===== src/rtl/vedic_mult_seq.sv =====
// Sequential unsigned WIDTH x WIDTH multiplier built on one shared
// half-width vedic_mult; four partial products accumulate over 4 cycles.
//
// vedic_mult_seq ports:
//   clk, rst (sync, active-high)
//   in_valid/in_ready, a, b      : operand handshake
//   out_valid/out_ready, out     : product handshake (2*WIDTH bits)
//   busy                         : high whenever not IDLE
// vedic_mult ports:
//   a, b (W bits) -> p (2*W bits), purely combinational

module vedic_mult #(
  parameter int W = 4
) (
  input  logic [W-1:0]   a,
  input  logic [W-1:0]   b,
  output logic [2*W-1:0] p
);

  localparam int H = W / 2;

  if (W == 2) begin : g_base
    logic t0, t1, c;
    assign t0   = a[1] & b[0];
    assign t1   = a[0] & b[1];
    assign c    = t0 & t1;
    assign p[0] = a[0] & b[0];
    assign p[1] = t0 ^ t1;
    assign p[2] = (a[1] & b[1]) ^ c;
    assign p[3] = a[1] & b[1] & c;
  end else begin : g_rec
    logic [W-1:0] ll, lh, hl, hh;

    vedic_mult #(.W(H)) u_ll (
      .a(a[H-1:0]), .b(b[H-1:0]), .p(ll)
    );
    vedic_mult #(.W(H)) u_lh (
      .a(a[H-1:0]), .b(b[W-1:H]), .p(lh)
    );
    vedic_mult #(.W(H)) u_hl (
      .a(a[W-1:H]), .b(b[H-1:0]), .p(hl)
    );
    vedic_mult #(.W(H)) u_hh (
      .a(a[W-1:H]), .b(b[W-1:H]), .p(hh)
    );

    // cross terms sit at shift H inside the 2W result
    assign p = {hh, ll}
             + {{H{1'b0}}, lh, {H{1'b0}}}
             + {{H{1'b0}}, hl, {H{1'b0}}};
  end

endmodule

module vedic_mult_seq #(
  parameter int WIDTH = 8
) (
  input  logic               clk,
  input  logic               rst,
  input  logic               in_valid,
  output logic               in_ready,
  input  logic [WIDTH-1:0]   a,
  input  logic [WIDTH-1:0]   b,
  output logic               out_valid,
  input  logic               out_ready,
  output logic [2*WIDTH-1:0] out,
  output logic               busy
);

  localparam int H = WIDTH / 2;

  localparam logic [1:0] S_IDLE = 2'd0;
  localparam logic [1:0] S_MUL  = 2'd1;
  localparam logic [1:0] S_DONE = 2'd2;

  logic [1:0]         state;
  logic [1:0]         step;
  logic [WIDTH-1:0]   a_q;
  logic [WIDTH-1:0]   b_q;
  logic [2*WIDTH-1:0] acc;

  logic [H-1:0]       op_a;
  logic [H-1:0]       op_b;
  logic [WIDTH-1:0]   pp;
  logic [2*WIDTH-1:0] addend;
  logic               is_idle;
  logic               is_done;
  logic               accept;

  assign is_idle   = (state == S_IDLE);
  assign is_done   = (state == S_DONE);
  assign in_ready  = is_idle | (is_done & out_ready);
  assign accept    = in_valid & in_ready;
  assign out_valid = is_done;
  assign out       = acc;
  assign busy      = ~is_idle;

  // step[1] picks the a half, step[0] the b half
  assign op_a = step[1] ? a_q[WIDTH-1:H] : a_q[H-1:0];
  assign op_b = step[0] ? b_q[WIDTH-1:H] : b_q[H-1:0];

  vedic_mult #(.W(H)) u_mult (
    .a(op_a),
    .b(op_b),
    .p(pp)
  );

  always_comb begin
    addend = '0;
    unique case (step)
      2'd0:    addend = {{WIDTH{1'b0}}, pp};
      2'd3:    addend = {pp, {WIDTH{1'b0}}};
      default: addend = {{H{1'b0}}, pp, {H{1'b0}}};
    endcase
  end

  always_ff @(posedge clk) begin
    if (rst) begin
      state <= S_IDLE;
      step  <= '0;
      a_q   <= '0;
      b_q   <= '0;
      acc   <= '0;
    end else begin
      unique case (1'b1)
        (state == S_MUL): begin
          acc  <= acc + addend;
          step <= step + 2'd1;
          if (step == 2'd3)
            state <= S_DONE;
        end
        is_done && out_ready && !in_valid: begin
          state <= S_IDLE;
        end
        accept: begin
          a_q   <= a;
          b_q   <= b;
          acc   <= '0;
          step  <= '0;
          state <= S_MUL;
        end
        default: ;
      endcase
    end
  end

endmodule


===== config.mk =====
export PLATFORM = sky130hd
export DESIGN_NAME = vedic_mult_seq
export DESIGN_NICKNAME = d
export VERILOG_FILES = /design/src/rtl/vedic_mult_seq.sv
export SDC_FILE = /design/constraint.sdc
export NUM_CORES = 1
export LEC_CHECK = 0
export BUFFER_PORTS_ARGS = -buffer_cell sky130_fd_sc_hd__buf_2
export CAP_MARGIN = 20
export CORE_ASPECT_RATIO = 0.5
export CORE_UTILIZATION = 58
export CTS_CLUSTER_DIAMETER = 50
export CTS_CLUSTER_SIZE = 25
export DETAILED_ROUTE_END_ITERATION = 16
export MAX_ROUTING_LAYER = met4
export PLACE_DENSITY_LB_ADDON = 0.15
export SLEW_MARGIN = 25
export SYNTH_ARGS = -nofsm -noshare
export SYNTH_HDL_FRONTEND = slang
export SYNTH_SLANG_ARGS = --single-unit
export TNS_END_PERCENT = 50

===== constraint.sdc =====
create_clock -name clk -period 5.4 [get_ports clk]
set_input_delay 0.54 -clock clk [delete_from_list [all_inputs] [get_ports clk]]
set_output_delay 0.54 -clock clk [all_outputs]
set_load 0.01 [all_outputs]

==> qor.csv <==
metric,value,unit
fillers,383,
area_growth,10.9,%
finalSetupViolations,0,
drt-pass1-iter-count,11,
cp_max_fo,7,
maxCapViolations,0,
yosysMostFrequentCell,nand2_1,
nets,432,
wl_per_cell,13.5,um
drt_iter0_drc,96,
period_needed,4.96,ns
drive_gt1_share,15.6,%
critPathSlowestCell,dfxtp_1,
vias_per_cell,5.50,
regArea,721,um2
die_w,98.5,um
ys.warnings.count,0,
cts.reportedPaths.clkPinSlew,0.08,ns
fp.dieArea,4950,um2
timing.final.crit_share,91.8,%
routed_wl,5.88,mm
ys_top_cells_by_area,"dfxtp_1, ha_1, nand2_1, a21oi_1, fa_1",
finalWeightedCongestion,1.01,
cts_buffers,5,
clock-sinks,36,
hp-class,flop to flop,
grt_usage,27.0,%
synth-seq-area-share,26.7,%
clock_path_buffers,2,
status,finished with violations,
grt_pass1_wl,10.3,mm
grt_max_degree,31,
critical_path.most_common_cell,ha_1,
die_h,50.3,um
skew,0.00357,ns
p_leak,1.36,nW
antenna_found_initial,0,
rsz0062_at_grt,false,
max_clock_freq,0.202,GHz
violations,design-rule violations,
tns,0,ns
overflow,0,
hold_buffers,0,
syn_area_per_cell,7.83,um2
power_density,188,nW/um2
ys_seq_elements,36,
synth_top_area_share,26.7,%
synth_ff_type,dfxtp_1,
startpoint_type,flop,
worst_ep_arrival_time,5.13,ns
hpwl,4.56,mm
slew_violations,0,
ys_async_sr_fraction,0,%
fp.coreArea,4450,um2
cts_resized,0,
hold_violations,0,
crit_chain,"mux2i_1, nor2_1, ha_1, ha_1, inv_1, fa_1, inv_1, ha_1, inv_1, fa_1, nor2b_1, o21ai_0, nand2b_1, xor2_1, a22o_1, ha_1, a21oi_1, nor2_1, a211oi_1, o31ai_4, a41oi_2, nor4bb_1, nand3b_1",
crit_type,flop to flop,
worst_pin_slew,0.860,ns
syn_inst,345,
ioPinCount,39,
clock-root-buffer,clkbuf_8,
synth-edff-count,0,
n_antenna_cell,0,
slew_headroom,42.5,%
syn_nets,401,
routed-via-count,2389,
grt_pass1_vias,2279,
antenna_left,0,
synth_cell_types,47,
h-tree-depth,2,
synth_common_cells,"nand2_1, a21oi_1, dfxtp_1",
synth.largest_area_cell,dfxtp_1,
port_buffers,38,
endpoint_kind,flop,
start_util,60.8,%
rows,17,
cts_tree,built,
synth_area,2700,um2
hold_slack,0.462,ns
worst_path_largest_cell_delay,0.53,ns
irDropWorstVdd,0.147,mV
post_cts_buffers,0,
drc,1,
insertion_delay,0.29,ns
multi_input_area,1830,um2
required,5.57,ns
[final cells by class]
class	instances	area share (%)
flip-flops and latches	36	24.1
inverters	23	2.88
well taps	57	2.38
clock buffers	7	2.88
clock inverters	1	0.251
multi-input cells	272	61.2
repair buffers	38	6.35
[critical path: cells and delay by family (launching register included)]
family | cells | cell delay [ns]
fa+ha+maj | 6 | 1.63
simple gates | 6 | 0.67
xor+xnor | 1 | 0.21
buf+inv | 3 | 0.18
compound gates | 6 | 1.21
mux | 1 | 0.41
flops | 1 | 0.53
[report_power, final]
group | leakage (nW) | internal, mW | total, mW | switching (mW)
sequential | 0.293 | 0.274 | 0.282 | 0.00757
clock | 0.0445 | 0.104 | 0.207 | 0.103
combinational | 1.03 | 0.0265 | 0.0746 | 0.0481
[per-stage QoR]
stage                     setup WS, ns  std cells  area [um2]  utilization, %  power (mW)
after detailed placement         0.516        426        2900            65.3       0.362
after global routing            0.0551        434        3000            67.4       0.595
after global placement           0.707        426        2900            65.3       0.359
after CTS                        0.507        434        3000            67.4       0.565
after floorplan                  0.831        345        2700               -       0.341
final                            0.444        434        3000            67.4       0.563
[cells by family (layout without fill, tap and decap cells)]
kind of cell	count (synthesis)	after routing	share of synthesized area [%]
compound gates	88	88	21.3
xor+xnor	13	13	4.21
fa+ha+maj	36	36	18.3
buf+inv	37	69	5.46
flops	36	36	26.7
mux	9	9	3.38
simple gates	126	126	20.7
[state kept, by name (all words and copies together), names as in the netlist]
| register | count |
|---|---|
| out | 16 |
| step | 2 |
| state | 2 |
| b_q | 8 |
| a_q | 8 |
[cells in the final DEF (no fill, tap or decap), drive strengths merged, types with 6 or more instances in the layout]
| cell type | n |
|---|---|
| a21oi | 41 |
| a22o | 7 |
| buf | 38 |
| clkbuf | 7 |
| dfxtp | 36 |
| fa | 6 |
| ha | 30 |
| inv | 23 |
| mux2i | 8 |
| nand2 | 59 |
| nand3 | 10 |
| nor2 | 32 |
| o21ai | 15 |
| xnor2 | 8 |
[per-layer routing]
metal	GRT usage, %	up-vias	part of all wire (%)
li1	-	1246	-
met1	35.2	1081	51
met2	44.1	58	44
met3	5.57	4	4.6
met4	4.98	0	0.43
met5	-	-	0
[worst paths after layout]
path | startpoint | cells past startpoint | slack, ns | end
setup reg to reg | step[1] | 23 | 0.44 | out[14]
setup / recovery | step[1] | 23 | 0.44 | out[14]
hold reg to reg | b_q[5] | 2 | 0.46 | b_q[5]
hold / removal | b_q[5] | 2 | 0.46 | b_q[5]
(Power assumes the default switching activity.)
